$ cat config.mk
export PLATFORM = sky130hd
export DESIGN_NAME = comp_seq_ctrl_flat
export DESIGN_NICKNAME = d
export VERILOG_FILES = /design/src/rtl/comp_seq_if.sv /design/src/rtl/comp_seq_ctrl.sv /design/src/flat_wrapper.sv
export SDC_FILE = /design/constraint.sdc
export NUM_CORES = 1
export LEC_CHECK = 0
export BUFFER_PORTS_ARGS = -buffer_cell sky130_fd_sc_hd__buf_2
export CORE_ASPECT_RATIO = 0.75
export CORE_UTILIZATION = 43
export CTS_CLUSTER_SIZE = 8
export DETAILED_ROUTE_END_ITERATION = 10
export PLACE_DENSITY_LB_ADDON = 0.25
export SLEW_MARGIN = 40
export SYNTH_ARGS = -nofsm -noshare
export SYNTH_HDL_FRONTEND = slang
export SYNTH_SLANG_ARGS = --single-unit
$ cat constraint.sdc
create_clock -name clk -period 5.1 [get_ports clk]
set_input_delay 1.02 -clock clk [delete_from_list [all_inputs] [get_ports clk]]
set_output_delay 1.02 -clock clk [all_outputs]
set_load 0.05 [all_outputs]
$ cat src/rtl/comp_seq_if.sv
// comp_seq_if
// Request/result handshake bundle for comp_seq_ctrl.
//   start_valid/start_ready : request handshake, operands in1/in2 and signed_mode
//   res_valid/res_ready     : result handshake, a_less_b/a_greater_b/equal
//   slice_err, busy         : status
// Handshake rule (both channels): a transfer happens on a rising clk edge
// where valid and ready are both high; the producer holds its payload
// stable while valid is high and ready is low.
interface comp_seq_if;
  logic        start_valid;
  logic        start_ready;
  logic [15:0] in1;
  logic [15:0] in2;
  logic        signed_mode;
  logic        res_valid;
  logic        res_ready;
  logic        a_less_b;
  logic        a_greater_b;
  logic        equal;
  logic        slice_err;
  logic        busy;

  modport slave (
    input  start_valid, in1, in2, signed_mode, res_ready,
    output start_ready, res_valid, a_less_b, a_greater_b, equal, slice_err, busy
  );

  modport master (
    output start_valid, in1, in2, signed_mode, res_ready,
    input  start_ready, res_valid, a_less_b, a_greater_b, equal, slice_err, busy
  );
endinterface

$ cat src/rtl/comp_seq_ctrl.sv
// comp_seq_ctrl
// Compares two 16-bit operands by walking them one nibble at a time, most
// significant first, through an external combinational 4-bit comparator
// slice. Stops at the first nibble that differs.
// Ports:
//   clk, rst_n          : clock, asynchronous active-low reset
//   bus (slave)         : request/result handshake, see comp_seq_if
//   slice_in1/slice_in2 : nibbles driven to the shared slice (0 outside SCAN)
//   slice_lt/gt/eq      : slice results, same cycle
//   dbg_state           : current FSM state (0 IDLE, 1 SCAN, 2 DONE)
module comp_seq_ctrl #(
  parameter bit SIGNED_EN = 1'b1
) (
  input  logic        clk,
  input  logic        rst_n,
  comp_seq_if.slave   bus,
  output logic [3:0]  slice_in1,
  output logic [3:0]  slice_in2,
  input  logic        slice_lt,
  input  logic        slice_gt,
  input  logic        slice_eq,
  output logic [1:0]  dbg_state
);

  typedef enum logic [1:0] {
    IDLE = 2'd0,
    SCAN = 2'd1,
    DONE = 2'd2
  } state_t;

  state_t      state_q, state_d;
  logic [1:0]  idx_q, idx_d;
  logic [15:0] a_q, a_d;
  logic [15:0] b_q, b_d;
  logic        sgn_q, sgn_d;
  logic        lt_q, lt_d;
  logic        gt_q, gt_d;
  logic        eq_q, eq_d;
  logic        err_q, err_d;

  logic [3:0]  nib_a, nib_b;
  logic        one_hot;

  always_ff @(posedge clk or negedge rst_n) begin
    if (!rst_n) begin
      state_q <= IDLE;
      idx_q   <= 2'd3;
      a_q     <= 16'h0;
      b_q     <= 16'h0;
      sgn_q   <= 1'b0;
      lt_q    <= 1'b0;
      gt_q    <= 1'b0;
      eq_q    <= 1'b0;
      err_q   <= 1'b0;
    end else begin
      state_q <= state_d;
      idx_q   <= idx_d;
      a_q     <= a_d;
      b_q     <= b_d;
      sgn_q   <= sgn_d;
      lt_q    <= lt_d;
      gt_q    <= gt_d;
      eq_q    <= eq_d;
      err_q   <= err_d;
    end
  end

  always_comb begin
    nib_a = a_q[{idx_q, 2'b00} +: 4];
    nib_b = b_q[{idx_q, 2'b00} +: 4];
    // Flipping the sign bit of the top nibble maps two's-complement order
    // onto unsigned order, so the slice itself stays unsigned.
    if (idx_q == 2'd3 && sgn_q) begin
      nib_a[3] = ~nib_a[3];
      nib_b[3] = ~nib_b[3];
    end
    one_hot = ({slice_lt, slice_gt, slice_eq} == 3'b100) ||
              ({slice_lt, slice_gt, slice_eq} == 3'b010) ||
              ({slice_lt, slice_gt, slice_eq} == 3'b001);
  end

  always_comb begin
    state_d   = state_q;
    idx_d     = idx_q;
    a_d       = a_q;
    b_d       = b_q;
    sgn_d     = sgn_q;
    lt_d      = lt_q;
    gt_d      = gt_q;
    eq_d      = eq_q;
    err_d     = err_q;
    slice_in1 = 4'h0;
    slice_in2 = 4'h0;

    case (state_q)
      IDLE: begin
        if (bus.start_valid) begin
          a_d     = bus.in1;
          b_d     = bus.in2;
          sgn_d   = bus.signed_mode & SIGNED_EN;
          idx_d   = 2'd3;
          state_d = SCAN;
        end
      end
      SCAN: begin
        slice_in1 = nib_a;
        slice_in2 = nib_b;
        if (!one_hot) begin
          err_d   = 1'b1;
          lt_d    = 1'b0;
          gt_d    = 1'b0;
          eq_d    = 1'b0;
          state_d = DONE;
        end else if (slice_lt || slice_gt) begin
          lt_d    = slice_lt;
          gt_d    = slice_gt;
          eq_d    = 1'b0;
          state_d = DONE;
        end else if (idx_q == 2'd0) begin
          lt_d    = 1'b0;
          gt_d    = 1'b0;
          eq_d    = 1'b1;
          state_d = DONE;
        end else begin
          idx_d = idx_q - 2'd1;
        end
      end
      DONE: begin
        if (bus.res_ready) state_d = IDLE;
      end
      default: state_d = IDLE;
    endcase
  end

  assign bus.start_ready = (state_q == IDLE);
  assign bus.res_valid   = (state_q == DONE);
  assign bus.busy        = (state_q != IDLE);
  assign bus.a_less_b    = lt_q;
  assign bus.a_greater_b = gt_q;
  assign bus.equal       = eq_q;
  assign bus.slice_err   = err_q;
  assign dbg_state       = state_q;

endmodule
$ cat src/flat_wrapper.sv
// flat-port wrapper written by rule: the top's interface ports become plain ports
module comp_seq_ctrl_flat 
#(
  parameter bit SIGNED_EN = 1'b1
)
  (clk, rst_n, slice_in1, slice_in2, slice_lt, slice_gt, slice_eq, dbg_state, bus_start_valid, bus_in1, bus_in2, bus_signed_mode, bus_res_ready, bus_start_ready, bus_res_valid, bus_a_less_b, bus_a_greater_b, bus_equal, bus_slice_err, bus_busy);
  comp_seq_if bus_i ();
  input  logic clk;
  input  logic rst_n;
  output logic [3:0] slice_in1;
  output logic [3:0] slice_in2;
  input  logic slice_lt;
  input  logic slice_gt;
  input  logic slice_eq;
  output logic [1:0] dbg_state;
  input wire logic [$bits(bus_i.start_valid)-1:0] bus_start_valid;
  input wire logic [$bits(bus_i.in1)-1:0] bus_in1;
  input wire logic [$bits(bus_i.in2)-1:0] bus_in2;
  input wire logic [$bits(bus_i.signed_mode)-1:0] bus_signed_mode;
  input wire logic [$bits(bus_i.res_ready)-1:0] bus_res_ready;
  output wire logic [$bits(bus_i.start_ready)-1:0] bus_start_ready;
  output wire logic [$bits(bus_i.res_valid)-1:0] bus_res_valid;
  output wire logic [$bits(bus_i.a_less_b)-1:0] bus_a_less_b;
  output wire logic [$bits(bus_i.a_greater_b)-1:0] bus_a_greater_b;
  output wire logic [$bits(bus_i.equal)-1:0] bus_equal;
  output wire logic [$bits(bus_i.slice_err)-1:0] bus_slice_err;
  output wire logic [$bits(bus_i.busy)-1:0] bus_busy;
  assign bus_i.start_valid = bus_start_valid;
  assign bus_i.in1 = bus_in1;
  assign bus_i.in2 = bus_in2;
  assign bus_i.signed_mode = bus_signed_mode;
  assign bus_i.res_ready = bus_res_ready;
  assign bus_start_ready = bus_i.start_ready;
  assign bus_res_valid = bus_i.res_valid;
  assign bus_a_less_b = bus_i.a_less_b;
  assign bus_a_greater_b = bus_i.a_greater_b;
  assign bus_equal = bus_i.equal;
  assign bus_slice_err = bus_i.slice_err;
  assign bus_busy = bus_i.busy;
  comp_seq_ctrl #(.SIGNED_EN(SIGNED_EN)) u_core (.clk(clk), .rst_n(rst_n), .bus(bus_i), .slice_in1(slice_in1), .slice_in2(slice_in2), .slice_lt(slice_lt), .slice_gt(slice_gt), .slice_eq(slice_eq), .dbg_state(dbg_state));
endmodule
======== After elaboration in Yosys (flattened, before gate mapping) ========
Cells that the tools add are included.
word-level totals
  flip-flop bits (word level) ............. 41
  output and inout port bits .............. 17
  memories kept ........................... 0
  latch bits .............................. 0
  input bits .............................. 40
  bits in read-only memories .............. 0
  word-level logic and storage cells ...... 64
  memory bits (writable) .................. 0
cells by class
  equality and inequality tests ........... 13
  shift operators ......................... 2
  reduce and logical (&&, ||, !) cells .... 13
  muxes and demuxes ....................... 23
  divide/modulo/power cells ............... 0
  bitwise gates (word level) .............. 3
  $add $sub $neg .......................... 1
  $lt $le $gt $ge ......................... 0
  $mul .................................... 0
operators with widths
  operator             number
  $shiftx 16x5->4      2
  $mux 2               9
  $mux 1               10
  $mux 4               2
  $ne 2x2->1 const B   4
  $pmux 2 s3           1
  $reduce_and 2->1     3
  $reduce_and 5->1     1
  $eq 2x2->1 const B   2
  $logic_not 2->1      2
  $ne 4x4->1 const B   1
  $pmux 2 s2           1
  $reduce_bool 2->1    2
  $eq 3x1->1 const B   1
  $eq 3x2->1 const B   1
  $eq 3x3->1 const B   1
  $logic_or 1x1->1     3
  $ne 3x3->1 const B   1
  $not 1->1            3
  $reduce_and 3->1     1
  $eq 2x1->1 const B   1
  $ne 2x1->1 const B   1
  $sub 2x1->2 const B  1
  $logic_and 1x1->1    1

======== Depth between registers and ports, before layout ========
Gate-level depths: netlist of the first run.
  depth after elaboration ................. 5
  mapped depth ............................ 6
  depth with buffers taken out ............ 5

======== Worst setup path before layout of the first run ========
OpenSTA, ideal clock, no wires.
  path kind ............................... flip-flop to output port
  start ................................... reg u_core.idx_q[0]
  end ..................................... out slice_in1[3]
  path slack .............................. 2.106 ns
  path buffers ............................ 1
  stages on the path, launching flop included .. 5
  arrival time ............................ 1.974 ns
  required time ........................... 4.080 ns
  path through ............................ dfstp_2 -> buf_6 -> mux4_2 -> xor2_1 -> nor2_1
on the way
  longest elaborated chain between the ends .. 4
  elaborated cells on any way between the ends .. 6
  those cells by class .................... 1 x eq/ne; 1 x shift; 2 x mux; 1 x bitwise; 1 x reduce/logical
RTL lines
  item                                            RTL line                                  text
  start: declaration                              comp_seq_ctrl.sv:32                       logic [1:0] idx_q, idx_d;
  start signal: assignment                        comp_seq_ctrl.sv:57                       idx_q <= idx_d;
  $shiftx 16x5->4 or $eq 2x2->1 (tied branches)   comp_seq_ctrl.sv:69, comp_seq_ctrl.sv:73
  $not 1->1 or $logic_and 1x1->1 (tied branches)  comp_seq_ctrl.sv:74, comp_seq_ctrl.sv:73
  $mux 1 *                                        comp_seq_ctrl.sv:73                       if (idx_q == 2'd3 && sgn_q) begin
  $mux 4 *                                        comp_seq_ctrl.sv:95                       case (state_q)
  end: declaration                                flat_wrapper.sv:10                        output logic [3:0] slice_in1;
Every way passes the cells marked *; elsewhere a longest branch is shown, timed or not.

======== Worst setup path in the final report of the first run ========
  start ................................... reg u_core.idx_q[0]
  end ..................................... out slice_in2[3]
on the way
  longest elaborated chain between the ends .. 4
  elaborated cells on any way between the ends .. 6
  those cells by class .................... 1 x eq/ne; 1 x shift; 2 x mux; 1 x bitwise; 1 x reduce/logical
RTL lines
  item                                            RTL line                                  text
  $shiftx 16x5->4 or $eq 2x2->1 (tied branches)   comp_seq_ctrl.sv:70, comp_seq_ctrl.sv:73
  $not 1->1 or $logic_and 1x1->1 (tied branches)  comp_seq_ctrl.sv:75, comp_seq_ctrl.sv:73
  $mux 1 *                                        comp_seq_ctrl.sv:73
  $mux 4 *                                        comp_seq_ctrl.sv:95
  end: declaration                                flat_wrapper.sv:11                        output logic [3:0] slice_in2;
Marked as above.

==> results of run 1 <==
==> state kept, by name (all words and copies together) (netlist names) <==
name                    flops
u_core.bus.a_less_b         1
u_core.a_q                 16
u_core.idx_q                2
u_core.bus.a_greater_b      1
u_core.sgn_q                1
u_core.bus.equal            1
u_core.bus.slice_err        1
u_core.b_q                 16
u_core.dbg_state            2
==> worst paths after layout <==
path,end,slack (ps),cells after the start
worst max-delay path,slice_in2[3],1940,4
worst min-delay path,u_core.bus.slice_err,450,1
worst max register to register,u_core.idx_q[1],3180,5
worst min register to register,u_core.bus.slice_err,450,1
max in group asynchronous,u_core.idx_q[1],4050,1
min in group asynchronous,u_core.b_q[9],690,1
==> power by group through the flow <==
stage | sequential [mW] | combinational [mW] | clock (mW)
finish | 0.568 | 0.590 | 0.230
global route | 0.592 | 0.632 | 0.252
CTS | 0.570 | 0.597 | 0.236
detailed placement | 0.577 | 0.596 | 0
global placement | 0.563 | 0.582 | 0
floorplan | 0.574 | 0.469 | 0
==> routing by layer <==
metal / global-route usage [%] / vias up / wire [um]
met4: 6.12 / 0 / 43
met5: 0 / - / 0
met2: 29.9 / 40 / 1740
met3: 4.81 / 5 / 207
met1: 20.1 / 609 / 1540
li1: - / 604 / -
==> per-stage QoR <==
| step | util [%] | cell area [um^2] | power (mW) |
|---|---|---|---|
| after global routing | 56.4 | 2370 | 1.48 |
| after detailed placement | 53.9 | 2270 | 1.17 |
| final | 56.4 | 2370 | 1.39 |
| after CTS | 56.3 | 2370 | 1.40 |
| after floorplan | - | 1950 | 1.04 |
| after global placement | 53.8 | 2260 | 1.15 |
==> cell families (layout without fill, tap and decap cells) <==
| family | count (synthesis) | count (layout) | share of synthesized area [%] |
|---|---|---|---|
| AO/OA/AOI/OAI | 12 | 12 | 3.78 |
| XOR/XNOR | 3 | 3 | 1.35 |
| adder cells (fa/ha/maj) | 2 | 2 | 1.28 |
| buffers and inverters | 11 | 69 | 3.33 |
| flip-flops | 41 | 41 | 52.7 |
| multiplexers | 42 | 42 | 30.1 |
| AND/OR/NAND/NOR | 24 | 24 | 7.44 |
==> layout make-up <==
type | instances | area [um^2]
well taps | 55 | 68.8
multi-input cells | 83 | 866
flip-flops and latches | 41 | 1030
inverters | 4 | 15.0
clock buffers | 7 | 96.3
repair buffers | 57 | 290
clock inverters | 1 | 5.00
fillers | 386 | 1830
==> placed cells by master (no fill, tap or decap), types with 4 or more instances in the layout <==
| cell type | synthesis | routed |
|---|---|---|
| sky130_fd_sc_hd__dfrtp_1 | 39 | 39 |
| sky130_fd_sc_hd__o21ai_0 | 4 | 4 |
| sky130_fd_sc_hd__and2_1 | 6 | 6 |
| sky130_fd_sc_hd__buf_2 | 1 | 55 |
| sky130_fd_sc_hd__inv_1 | 4 | 4 |
| sky130_fd_sc_hd__nor2_1 | 5 | 5 |
| sky130_fd_sc_hd__mux2_2 | 33 | 33 |
| sky130_fd_sc_hd__nand2_1 | 4 | 4 |
| sky130_fd_sc_hd__mux4_1 | 7 | 7 |
| sky130_fd_sc_hd__clkbuf_8 | 0 | 7 |
==> flow_summary_export.csv, run 1 <==
group,metric,value,unit
floorplanning,die_width,79.8,um
worst_setup_path,arr_time_crit_path,2140,ps
outcome,run_status,"finished, final reports clean",
pwr,power.density,585,mW/mm^2
pwr,p_leak,1.14,nW
routing,avgRoutedWirePerCell,14.2,um
global_routing,antenna_found_initial,0,
timing,hold_viol,0,
yosys,ys_ff_latch,41,
placed_design,gp_congestion,0.695,
clocking,post_cts_resized,0,
pwr,seqPwrFrac,40.9,%
timing,timing.final.crit_period,3160,ps
clocking,clock_tree_root_driver_cell,"sky130_fd_sc_hd__clkbuf_8",
clocking,cts_tree,"done",
worst_setup_path,timing.critical_path.buf_inv,1,
floorplanning,num_io_pins,57,
clocking,cts-htree-levels,2,
timing,finalMaxSlewViolations,0,
clocking,cts-buffers-inserted,5,
global_routing,grt.overflow.total,0,
yosys,synth_warnings,0,
worst_setup_path,critPathLaunch,"u_core.idx_q[0]",
worst_setup_path,worstPathMaxFanout,12,
placed_design,place.detailed.hpwl,2560,um
routing,vias_per_cell,5.07,
worst_setup_path,worstSetupStartpointType,"register",
routing,initialDrtViolationCount,45,
yosys,synthCells,135,
yosys,synth_fp_nets,177,
yosys,ys_seq_area_share,52.7,%
worst_setup_path,worst_path_dominant_cell_family,"flip-flops",
timing,setup_repair_after_global_routing_missed_its_margin,"false",
pwr,sw_pwr,0.515,mW
job,cap_viol_max_count,0,
timing,max_freq,0.317,GHz
yosys,post-synth-top-area-cell,"sky130_fd_sc_hd__dfrtp_1",
placed_design,post-place-ws,2240,ps
pwr,ir_drop,304,uV
clocking,clock_sinks,41,
worst_setup_path,worst-endpoint-required,4080,ps
timing,maxSlewHeadroom,65.2,%
timing,final.period_utilization,61.9,%
floorplanning,y_dimension_of_the_die,60.3,um
worst_setup_path,max_stage_delay,720,ps
timing,setup_viol,0,
yosys,synthMostInstantiatedCell,"sky130_fd_sc_hd__dfrtp_1",
pwr,power_frac_clock,16.6,%
yosys,syn-mean-instance-area,14.5,um^2
final_layout,n_antenna_cell,0,
yosys,synth_flop_type,"sky130_fd_sc_hd__dfrtp_1",
yosys,ys_types,29,
clocking,clockBufferDepth,2,
timing,hold_slack,453,ps
placed_design,dpl_cells,240,
yosys,yosys.area.top_type_share,50.0,%
floorplanning,die_area,0.00482,mm^2
worst_setup_path,rr_startpoint,"u_core.idx_q[0]",
pwr,sw_frac_of_total,37.1,%
min_path,worstHoldPathType,"register to register",
floorplanning,core,0.00420,mm^2
timing,postLayoutSetupSlackWorst,1940,ps
yosys,synth_commonest_cells,"sky130_fd_sc_hd__dfrtp_1 (39), sky130_fd_sc_hd__mux2_2 (33), sky130_fd_sc_hd__mux4_1 (7)",
placed_design,io_buffer_count,56,
yosys,synth_edf_count,0,
timing,tightest_slew,520,ps
global_routing,grt_max_degree,42,
routing,wirelength,3520,um
worst_setup_path,worst_path_max_delay_cell,"sky130_fd_sc_hd__dfstp_2",
clocking,postCtsSetupRepairBufs,0,
global_routing,grt_pass1_vias,1295,
final_layout,areaGrowthSynthToFinish,21.4,%
clocking,clock_insertion_delay_worst_skew,290,ps
final_layout,final_cell_count_no_fill,248,
global_routing,grt_pass1_wl,6000,um
yosys,synthTopCellsByArea,"sky130_fd_sc_hd__dfrtp_1 (50%), sky130_fd_sc_hd__mux2_2 (19%), sky130_fd_sc_hd__mux4_1 (9.4%)",
routing,route.detailed.drc,0,
min_path,start_point_of_the_worst_hold_path,"u_core.bus.slice_err",
global_routing,grtUsageTotal,16.9,%
worst_setup_path,worstSetupPathType,"register to output port",
timing,tns,0,ps
yosys,postSynth.asyncResetShare,100,%
yosys,mappedNetlistArea,0.00195,mm^2
final_layout,fin_nets,234,
timing,final.setup_skew,2.89,ps
routing,antenna_left,0,
floorplanning,initial_core_util,46.4,%
final_layout,share_of_layout_cells_above_drive_strength_1,54.4,%
pwr,combPwrFrac,42.5,%
routing,first_pass_iters,4,
floorplanning,rows,20,
worst_setup_path,path_cells,"mux4_1 -> xor2_1 -> nor2_1 -> buf_2",
clocking,worst_setup_hold_path_clk_slew,80,ps
pwr,internal_power,0.873,mW
worst_setup_path,end_kind,"output port",
clocking,cts_hold_buf,0,
routing,detailroute.via_count,1258,
(Power assumes the default switching activity.)
==> run 2, diff against run 1 <==
==> constraint.sdc (replaced) <==
create_clock -name clk -period 2.98 [get_ports clk]
set_input_delay 0.596 -clock clk [delete_from_list [all_inputs] [get_ports clk]]
set_output_delay 0.596 -clock clk [all_outputs]
set_load 0.05 [all_outputs]
==> flow_summary_export.csv, run 2 (synthesized netlist as in run 1, its figures left out) <==
group,metric,value,unit
routing,antenna_left,0,
timing,setup_viol,0,
placed_design,post-place-ws,533,ps
worst_setup_path,worst-endpoint-required,2380,ps
floorplanning,y_dimension_of_the_die,60.3,um
worst_setup_path,worstSetupStartpointType,"register",
final_layout,multi_input_area,863,um^2
pwr,internal_power,1.50,mW
global_routing,antenna_found_initial,0,
worst_setup_path,timing.reg2reg.worst_path_depth,5,
timing,final.setup_skew,3.60,ps
routing,first_pass_iters,3,
clocking,clock_tree_root_driver_cell,"sky130_fd_sc_hd__clkbuf_8",
floorplanning,die_area,0.00482,mm^2
timing,setup_repair_after_global_routing_missed_its_margin,"false",
final_layout,nFillCells,356,
floorplanning,initial_core_util,46.4,%
pwr,ir_drop,637,uV
min_path,worstHoldPathType,"input pin to async pin",
final_layout,areaGrowthSynthToFinish,21.7,%
timing,maxSlewHeadroom,66.0,%
worst_setup_path,worstPathMaxFanout,12,
outcome,run_status,"finished, final reports clean",
routing,detailroute.via_count,1289,
clocking,postCtsSetupRepairBufs,0,
floorplanning,die_width,79.8,um
pwr,power_frac_clock,16.6,%
clocking,clock_sinks,41,
final_layout,fin_nets,235,
pwr,p_leak,1.15,nW
floorplanning,rows,20,
pwr,sw_frac_of_total,37.1,%
worst_setup_path,critical_path.reg2reg.endpoint,"u_core.idx_q[1]",
worst_setup_path,rrSetupSlack,1080,ps
final_layout,share_of_layout_cells_above_drive_strength_1,54.1,%
worst_setup_path,arr_time_crit_path,2140,ps
worst_setup_path,timing.critical_path.buf_inv,1,
pwr,combPwrFrac,42.7,%
worst_setup_path,end_kind,"output port",
timing,max_freq,0.365,GHz
worst_setup_path,max_stage_delay,720,ps
global_routing,grt_pass1_wl,6030,um
routing,avgRoutedWirePerCell,14.6,um
worst_setup_path,worst_path_dominant_cell_family,"flip-flops",
floorplanning,num_io_pins,57,
global_routing,grtUsageTotal,17.1,%
routing,route.detailed.drc,0,
clocking,clock_insertion_delay_worst_skew,290,ps
global_routing,grt_pass1_vias,1292,
final_layout,layout_common_cells,"sky130_fd_sc_hd__buf_2 (55), sky130_fd_sc_hd__dfrtp_1 (39), sky130_fd_sc_hd__mux2_2 (33)",
timing,finalMaxSlewViolations,0,
worst_setup_path,worstSetupPathType,"register to output port",
clocking,cts-buffers-inserted,5,
global_routing,grt.overflow.total,0,
clocking,worst_setup_hold_path_clk_slew,70,ps
final_layout,sequential_cell_area,0.00103,mm^2
routing,vias_per_cell,5.18,
job,cap_viol_max_count,0,
clocking,cts_hold_buf,0,
pwr,power.density,1000,mW/mm^2
timing,hold_viol,0,
placed_design,detailed_place.area,0.00227,mm^2
timing,postLayoutSetupSlackWorst,241,ps
timing,final.period_utilization,91.9,%
final_layout,reg.largest.list,"u_core.a_q (16), u_core.b_q (16)",
final_layout,n_antenna_cell,0,
clocking,cts_tree,"done",
worst_setup_path,rr_startpoint,"u_core.idx_q[0]",
timing,tns,0,ps
global_routing,grt_max_degree,42,
clocking,post_cts_resized,0,
placed_design,io_buffer_count,56,
routing,wirelength,3640,um
clocking,cts-htree-levels,2,
timing,timing.final.crit_period,2740,ps
worst_setup_path,path_cells,"mux4_1 -> xor2_1 -> nor2_1 -> buf_2",
clocking,clockBufferDepth,2,
worst_setup_path,worst_path_max_delay_cell,"sky130_fd_sc_hd__dfstp_2",
routing,initialDrtViolationCount,38,
final_layout,fin_area,0.00237,mm^2
final_layout,final_core_util,56.5,%
pwr,seqPwrFrac,40.7,%
floorplanning,core,0.00420,mm^2
pwr,sw_pwr,0.886,mW
final_layout,layout_commonest_cell,"sky130_fd_sc_hd__buf_2",
timing,tightest_slew,511,ps
placed_design,gp_congestion,0.701,
placed_design,place.detailed.hpwl,2610,um
-- run 2: changes by cell type in the layout (fill, tap and decap cells not counted) --
cell / previous run / this run
sky130_fd_sc_hd__nor2b_1: 1 / 2
sky130_fd_sc_hd__nor2b_2: 1 / 0
sky130_fd_sc_hd__buf_4: 2 / 3
-- run 2: per-layer routing --
metal,global-route usage (%),part of all wire [%],vias to the layer above
met5,0,0,-
met4,6.12,1.2,0
met3,5.11,5.8,7
met2,29.7,51,32
met1,20.8,42,643
li1,-,-,607
-- run 2: power by group through the flow --
stage	Clock [mW]	Sequential, mW	Combinational, mW
6_report	0.395	0.971	1.02
5_1_grt	0.429	1.01	1.09
4_1_cts	0.408	0.975	1.03
3_5_place_dp	0	0.986	1.03
3_3_place_gp	0	0.964	1.00
2_1_floorplan	0	0.982	0.802
-- run 2: area by class of cell --
class	count	share of cell area [%]
flip-flops and latches	41	43.3
inverters	4	0.632
multi-input cells	83	36.4
clock buffers	7	4.06
well taps	55	2.90
clock inverters	1	0.211
repair buffers	58	12.5
-- run 2: how the worst max path moves through the flow --
stage          slack (ps)            to  cells past startpoint             from
2_1_floorplan         410  slice_in1[3]                      4  u_core.idx_q[0]
3_3_place_gp          560  slice_in2[3]                      4  u_core.idx_q[0]
3_5_place_dp          530  slice_in2[3]                      4  u_core.idx_q[0]
4_1_cts               210  slice_in2[3]                      4  u_core.idx_q[0]
5_1_grt               140  slice_in2[3]                      4  u_core.idx_q[0]
6_report              240  slice_in2[3]                      4  u_core.idx_q[0]
-- run 2: worst register-to-register path: cells and delay by family (launching register included) --
kind                       cells  cell delay (ps)
DFF                            1              720
adders and majority gates      1              250
buffers and inverters          1               80
muxes                          1              180
and+or+nand+nor                2              600
-- run 2: per-stage QoR --
| step | instances | hold slack [ps] | power (mW) |
|---|---|---|---|
| after floorplan | 135 | 300 | 1.78 |
| after global placement | 241 | 435 | 1.97 |
| after detailed placement | 241 | 441 | 2.02 |
| after CTS | 249 | 291 | 2.42 |
| after global routing | 249 | 311 | 2.53 |
| final | 249 | 270 | 2.39 |
